File: config.mk
export PLATFORM = sky130hd
export DESIGN_NAME = alu_iter
export DESIGN_NICKNAME = d
export VERILOG_FILES = /design/src/rtl/alu_pkg.sv /design/src/rtl/alu_iter_muldiv_core.sv /design/src/rtl/alu_iter.sv
export SDC_FILE = /design/constraint.sdc
export NUM_CORES = 1
export LEC_CHECK = 0
export CAP_MARGIN = 25
export CELL_PAD_IN_SITES_DETAIL_PLACEMENT = 0
export CELL_PAD_IN_SITES_GLOBAL_PLACEMENT = 1
export CORE_MARGIN = 3
export CORE_UTILIZATION = 50
export CTS_BUF_LIST = sky130_fd_sc_hd__clkbuf_16
export CTS_CLUSTER_DIAMETER = 30
export DETAILED_ROUTE_END_ITERATION = 8
export PLACE_DENSITY_LB_ADDON = 0.3
export SYNTH_ARGS = -nofsm -noshare
export SYNTH_HDL_FRONTEND = slang
export SYNTH_SLANG_ARGS = --single-unit
File: constraint.sdc
create_clock -name clk -period 11.2 [get_ports clk]
set_clock_uncertainty 0.15 [all_clocks]
set_input_delay 2.24 -clock clk [delete_from_list [all_inputs] [get_ports clk]]
set_output_delay 2.24 -clock clk [all_outputs]
set_load 0.02 [all_outputs]
File: src/rtl/alu_pkg.sv
// Shared opcode constants, FSM encoding and operand-sign helpers for the
// iterative integer ALU.
package alu_pkg;

    localparam logic [3:0] ALU_ADD  = 4'b0000;
    localparam logic [3:0] ALU_SLL  = 4'b0001;
    localparam logic [3:0] ALU_SLT  = 4'b0010;
    localparam logic [3:0] ALU_SLTU = 4'b0011;
    localparam logic [3:0] ALU_XOR  = 4'b0100;
    localparam logic [3:0] ALU_SRL  = 4'b0101;
    localparam logic [3:0] ALU_OR   = 4'b0110;
    localparam logic [3:0] ALU_AND  = 4'b0111;
    localparam logic [3:0] ALU_SUB  = 4'b1000;
    localparam logic [3:0] ALU_SRA  = 4'b1101;

    localparam logic [2:0] M_MUL    = 3'b000;
    localparam logic [2:0] M_MULH   = 3'b001;
    localparam logic [2:0] M_MULHSU = 3'b010;
    localparam logic [2:0] M_MULHU  = 3'b011;
    localparam logic [2:0] M_DIV    = 3'b100;
    localparam logic [2:0] M_DIVU   = 3'b101;
    localparam logic [2:0] M_REM    = 3'b110;
    localparam logic [2:0] M_REMU   = 3'b111;

    typedef enum logic [1:0] {
        ST_IDLE  = 2'd0,
        ST_ITER  = 2'd1,
        ST_FINAL = 2'd2,
        ST_DONE  = 2'd3
    } state_e;

    function automatic logic is_div_op(input logic [2:0] f3);
        return f3[2];
    endfunction

    // Operand A is treated as signed for MULH, MULHSU, DIV and REM.
    function automatic logic a_is_signed(input logic [2:0] f3);
        return (f3 == M_MULH) || (f3 == M_MULHSU) || (f3 == M_DIV) || (f3 == M_REM);
    endfunction

    function automatic logic b_is_signed(input logic [2:0] f3);
        return (f3 == M_MULH) || (f3 == M_DIV) || (f3 == M_REM);
    endfunction

endpackage

File: src/rtl/alu_iter_muldiv_core.sv
// One-bit-per-cycle shift-add multiplier / restoring divider working on operand
// magnitudes, with the sign fix-up applied combinationally on the final state.
module muldiv_core
    import alu_pkg::*;
#(
    parameter int XLEN = 32,
    parameter int CW   = $clog2(XLEN) + 1
) (
    input  logic            clk,
    input  logic            rst_n,
    input  logic            load_i,
    input  logic            step_i,
    input  logic [2:0]      funct3_i,
    input  logic [XLEN-1:0] a_i,
    input  logic [XLEN-1:0] b_i,
    output logic            last_o,
    output logic [XLEN-1:0] res_o
);

    logic [XLEN-1:0] acc_q, acc_d;
    logic [XLEN-1:0] lo_q, lo_d;
    logic [XLEN-1:0] mcand_q, mcand_d;
    logic [CW-1:0]   cnt_q, cnt_d;
    logic [2:0]      fn_q, fn_d;
    logic            neg_a_q, neg_a_d;
    logic            neg_b_q, neg_b_d;
    logic            bzero_q, bzero_d;

    logic            sa, sb;
    logic [XLEN-1:0] abs_a, abs_b;
    logic [XLEN:0]   mul_sum;
    logic [XLEN:0]   div_shift;
    logic [XLEN-1:0] div_diff;
    logic            div_ge;
    logic [2*XLEN-1:0] prod, prod_fix;
    logic [XLEN-1:0] quo_fix, rem_fix;

    assign sa    = a_is_signed(funct3_i) & a_i[XLEN-1];
    assign sb    = b_is_signed(funct3_i) & b_i[XLEN-1];
    assign abs_a = sa ? -a_i : a_i;
    assign abs_b = sb ? -b_i : b_i;

    // Multiply: acc holds the running upper half, lo shifts the multiplier out.
    assign mul_sum   = {1'b0, acc_q} + {1'b0, {XLEN{lo_q[0]}} & mcand_q};
    // Divide: acc is the partial remainder, lo shifts dividend out / quotient in.
    assign div_shift = {acc_q, lo_q[XLEN-1]};
    assign div_ge    = div_shift >= {1'b0, mcand_q};
    assign div_diff  = div_shift[XLEN-1:0] - mcand_q;

    always_comb begin
        acc_d   = acc_q;
        lo_d    = lo_q;
        mcand_d = mcand_q;
        cnt_d   = cnt_q;
        fn_d    = fn_q;
        neg_a_d = neg_a_q;
        neg_b_d = neg_b_q;
        bzero_d = bzero_q;
        if (load_i) begin
            fn_d    = funct3_i;
            neg_a_d = sa;
            neg_b_d = sb;
            bzero_d = (b_i == '0);
            cnt_d   = CW'(XLEN);
            acc_d   = '0;
            if (is_div_op(funct3_i)) begin
                lo_d    = abs_a;
                mcand_d = abs_b;
            end else begin
                lo_d    = abs_b;
                mcand_d = abs_a;
            end
        end else if (step_i) begin
            cnt_d = cnt_q - CW'(1);
            if (is_div_op(fn_q)) begin
                acc_d = div_ge ? div_diff : div_shift[XLEN-1:0];
                lo_d  = {lo_q[XLEN-2:0], div_ge};
            end else begin
                acc_d = mul_sum[XLEN:1];
                lo_d  = {mul_sum[0], lo_q[XLEN-1:1]};
            end
        end
    end

    always_ff @(posedge clk or negedge rst_n) begin
        if (!rst_n) begin
            acc_q   <= '0;
            lo_q    <= '0;
            mcand_q <= '0;
            cnt_q   <= '0;
            fn_q    <= '0;
            neg_a_q <= 1'b0;
            neg_b_q <= 1'b0;
            bzero_q <= 1'b0;
        end else begin
            acc_q   <= acc_d;
            lo_q    <= lo_d;
            mcand_q <= mcand_d;
            cnt_q   <= cnt_d;
            fn_q    <= fn_d;
            neg_a_q <= neg_a_d;
            neg_b_q <= neg_b_d;
            bzero_q <= bzero_d;
        end
    end

    assign last_o = (cnt_q == CW'(1));

    // A zero divisor yields an all-ones magnitude quotient that must stay unnegated.
    assign prod     = {acc_q, lo_q};
    assign prod_fix = (neg_a_q ^ neg_b_q) ? -prod : prod;
    assign quo_fix  = ((neg_a_q ^ neg_b_q) && !bzero_q) ? -lo_q : lo_q;
    assign rem_fix  = neg_a_q ? -acc_q : acc_q;

    always_comb begin
        res_o = '0;
        case (fn_q)
            M_MUL:                     res_o = prod_fix[XLEN-1:0];
            M_MULH, M_MULHSU, M_MULHU: res_o = prod_fix[2*XLEN-1:XLEN];
            M_DIV, M_DIVU:             res_o = quo_fix;
            default:                   res_o = rem_fix;
        endcase
    end

endmodule

File: src/rtl/alu_iter.sv
// Handshaked EXECUTE-stage ALU: single-cycle RV32I base ops inline, RV32M ops
// on the iterative muldiv_core, sequenced by a four-state FSM.
module alu_iter
    import alu_pkg::*;
#(
    parameter int XLEN = 32,
    parameter int SHW  = $clog2(XLEN),
    parameter int CW   = $clog2(XLEN) + 1
) (
    input  logic            clk,
    input  logic            rst_n,
    input  logic            start,
    input  logic [4:0]      op,
    input  logic [XLEN-1:0] a,
    input  logic [XLEN-1:0] b,
    input  logic            flush,
    output logic            busy,
    output logic            done,
    output logic [XLEN-1:0] result
);

    state_e          state_q, state_d;
    logic [XLEN-1:0] result_q, result_d;
    logic [XLEN-1:0] base_res;
    logic            md_load, md_step, md_last;
    logic [XLEN-1:0] md_res;
    logic [SHW-1:0]  shamt;

    assign shamt = b[SHW-1:0];

    always_comb begin
        base_res = '0;
        case (op[3:0])
            ALU_ADD:  base_res = a + b;
            ALU_SUB:  base_res = a - b;
            ALU_AND:  base_res = a & b;
            ALU_OR:   base_res = a | b;
            ALU_XOR:  base_res = a ^ b;
            ALU_SLL:  base_res = a << shamt;
            ALU_SRL:  base_res = a >> shamt;
            ALU_SRA:  base_res = $signed(a) >>> shamt;
            ALU_SLT:  base_res = {{(XLEN-1){1'b0}}, $signed(a) < $signed(b)};
            ALU_SLTU: base_res = {{(XLEN-1){1'b0}}, a < b};
            default:  base_res = '0;
        endcase
    end

    // flush wins over everything, including a start in the same cycle.
    always_comb begin
        state_d  = state_q;
        result_d = result_q;
        md_load  = 1'b0;
        md_step  = 1'b0;
        if (flush) begin
            state_d = ST_IDLE;
        end else begin
            case (state_q)
                ST_IDLE: begin
                    if (start) begin
                        if (op[4]) begin
                            md_load = 1'b1;
                            state_d = ST_ITER;
                        end else begin
                            result_d = base_res;
                            state_d  = ST_DONE;
                        end
                    end
                end
                ST_ITER: begin
                    md_step = 1'b1;
                    if (md_last) state_d = ST_FINAL;
                end
                ST_FINAL: begin
                    result_d = md_res;
                    state_d  = ST_DONE;
                end
                default: state_d = ST_IDLE;
            endcase
        end
    end

    always_ff @(posedge clk or negedge rst_n) begin
        if (!rst_n) begin
            state_q  <= ST_IDLE;
            result_q <= '0;
        end else begin
            state_q  <= state_d;
            result_q <= result_d;
        end
    end

    muldiv_core #(
        .XLEN(XLEN),
        .CW  (CW)
    ) u_muldiv (
        .clk     (clk),
        .rst_n   (rst_n),
        .load_i  (md_load),
        .step_i  (md_step),
        .funct3_i(op[2:0]),
        .a_i     (a),
        .b_i     (b),
        .last_o  (md_last),
        .res_o   (md_res)
    );

    assign busy   = (state_q == ST_ITER) || (state_q == ST_FINAL);
    assign done   = (state_q == ST_DONE);
    assign result = result_q;

endmodule

==> flow_summary.json <==
{
  "status": "completed",
  "placed_cells": 3761,
  "fp.dieH_um": 223,
  "worstHoldEndpoint": "u_muldiv.mcand_q[16]",
  "die_w_um": 223,
  "dp_slack_ps": 3620,
  "antenna_found_initial": 4,
  "reg2reg_to": "u_muldiv.acc_q[29]",
  "grt_pass1_wl_um": 163000,
  "io_buffers": 106,
  "setup_viol": 0,
  "grt_pass1_vias": 25100,
  "grt-ovfl-total": 0,
  "postSynthCellCount": 3260,
  "layoutNonFillerInstCount": 3797,
  "muxShareOfSynthArea_pct": 9.44,
  "crit_path_start_kind": "input pin",
  "r2r-start": "u_muldiv.lo_q[0]",
  "regArea_um2": 3550,
  "drive_gt1_share_pct": 6.92,
  "wl_um": 111000,
  "initial_core_util_pct": 51.3,
  "hold_path_depth": 2,
  "synth_simple_gate_area_share_pct": 19.8,
  "hold_buffers": 0,
  "nFillCells": 4441,
  "final_nets": 3433,
  "slew_headroom_pct": 26.1,
  "synth_edf_count": 0,
  "synth_xor_area_share_pct": 8.36,
  "avgSynthCellArea_um2": 7.23,
  "crit_fanout": 44,
  "hp-start": "u_muldiv.mcand_q[16]",
  "worst_slew_pin_slew_ps": 1110,
  "cts_sinks": 142,
  "vias": 27000,
  "synth_ff_type": "dfrtp_1",
  "cts_root_buffer": "clkbuf_16",
  "yosysTopAreaCell": "dfrtp_1",
  "ctsHtreeMaxLevel": 4,
  "io_pins": 107,
  "setup_tns_ps": 0,
  "rows": 78,
  "worstPathRequired_ps": 11390,
  "syn-num-nets": 3511,
  "drt_iter0_drc": 4256,
  "ir_drop_mv": 0.182,
  "max_freq_ghz": 0.137,
  "worstPathArrival_ps": 7510,
  "timing_max_transition_violations_final": 0,
  "drc": 0,
  "cts-buffers-inserted": 17,
  "yosys.cell_count.top_type": "nor2_1",
  "synth_adder_area_share_pct": 9.58,
  "finalCritPeriodShare_pct": 65.4,
  "ys_seq_area_share_pct": 15.1,
  "holdWs_ps": 338,
  "area_growth_pct": 7.59,
  "clock_latency_ps": 500,
  "synth_top_family_by_area": "compound AO/OA/AOI/OAI gates",
  "coreArea_um2": 46000,
  "dr.pass1.iters": 6,
  "synth_warnings": 0,
  "cts_setup_buffers": 0,
  "die_area_um2": 49800,
  "multiInputGateArea_um2": 18300,
  "ant_nets": 0,
  "place_hpwl_um": 85600,
  "grt_max_degree": 81,
  "cts-resized-gates": 0,
  "cp-end-kind": "register",
  "cts_tree": "done",
  "synth_seq_cells": 142,
  "gp_congestion": 1.10,
  "maxCapViolCount": 0,
  "power_density_nw_per_um2": 232,
  "p_leak_nw": 10.5,
  "yosys-top-cells-count": "nor2_1 (383), o21ai_0 (299), a21oi_1 (298), nand2_1 (289), clkbuf_1 (214)",
  "synth_compound_area_share_pct": 30.2,
  "grt_use_total_pct": 43.1,
  "yosys-top-cells-area": "dfrtp_1 (15%), ha_1 (9.2%), o21ai_0 (6.3%)",
  "cts_buffer_depth": 2,
  "synth_top_area_share_pct": 15.1,
  "hold_violations": 0,
  "setup_ws_ps": 3880,
  "synthArstFlopShare_pct": 100,
  "synth_area_um2": 23600,
  "path_clk_slew_ps": 70,
  "path_class": "input pin to register",
  "r2r_setup_slack_ps": 6240,
  "via_per_inst": 7.10,
  "synth_cell_types": 96,
  "final_util_pct": 55.2,
  "wl_per_cell_um": 29.1,
  "rsz0062_at_grt": "no",
  "r2r_cells": 15,
  "fin_crit_ps": 7320,
  "hp-class": "register to register"
}
==> state kept, by name, summed over array words and instances, names as in the netlist <==
name              flops
result               32
u_muldiv.acc_q       32
u_muldiv.lo_q        32
u_muldiv.mcand_q     32
u_muldiv.cnt_q        6
u_muldiv.fn_q         3
state_q               2
u_muldiv.bzero_q      1
u_muldiv.neg_a_q      1
u_muldiv.neg_b_q      1
==> critical path, stage by stage <==
cell             delay, ps
clkdlybuf4s50_1        450
buf_4                  440
inv_1                  470
ha_1                   530
inv_1                  150
o221ai_1               240
a211oi_1               780
nor4_1                 270
nor4_1                 820
nor2_1                 150
a221o_1                340
a2111oi_0              480
o22ai_1                130
==> cell usage in the layout (no fill, tap or decap), drive strengths merged, types with 30 or more instances in the layout <==
master,instances
inv,174
nand3,50
nand4,30
o21ai,305
a31oi,42
nor3,57
buf,67
nand2,289
xnor2,150
o211ai,69
a21oi,298
a22oi,49
dfrtp,142
clkdlybuf4s50,99
mux2i,84
a21o,46
a211oi,35
nor2,384
mux4,58
ha,174
a221oi,33
or3,31
xor2,75
nor4,36
nand2b,32
==> stage by stage <==
stage,area [µm²],total power [W]
floorplan,23600,0.00387
global placement,24700,0.00501
detailed placement,24700,0.00509
CTS,25300,0.00573
global route,25400,0.00624
finish,25400,0.00587
==> cell type report <==
class | instances | area share (%)
diodes | 2 | 0.0197
flip-flops and latches | 142 | 14.0
inverters | 166 | 2.46
multi-input cells | 2688 | 72.3
repair buffers | 167 | 5.94
clock buffers | 17 | 1.68
clock inverters | 15 | 0.666
well taps | 600 | 2.96
==> cell families after synthesis <==
family                     Yosys count
and+or+nand+nor                   1015
buffers and inverters              430
xor gates and xnor gates           225
DFF                                142
muxes                              149
AOI/OAI and AO/OA                 1121
adders and majority gates          178
==> report_power, final <==
| part | switching (W) | internal, W | total, W |
|---|---|---|---|
| sequential | 0.000381 | 0.000720 | 0.00110 |
| combinational | 0.00260 | 0.00154 | 0.00415 |
| clock | 0.000307 | 0.000319 | 0.000625 |
==> routing by layer <==
metal	vias to the layer above	wire length, µm	track usage (%)
met5	-	127	0
met4	4	8540	27.6
met3	372	13400	11.5
met2	1890	44500	60.6
met1	13000	43900	58.0
li1	11800	-	-
==> how the worst max path moves through the flow <==
stage | start | depth (start not counted) | to
after floorplan | b[2] | 15 | result[27]
after global placement | b[4] | 13 | result[24]
after detailed placement | b[4] | 13 | result[24]
after CTS | b[4] | 13 | result[24]
after global routing | b[4] | 13 | result[24]
final | b[4] | 13 | result[24]
Note: power is estimated with default switching activity, not from simulation.
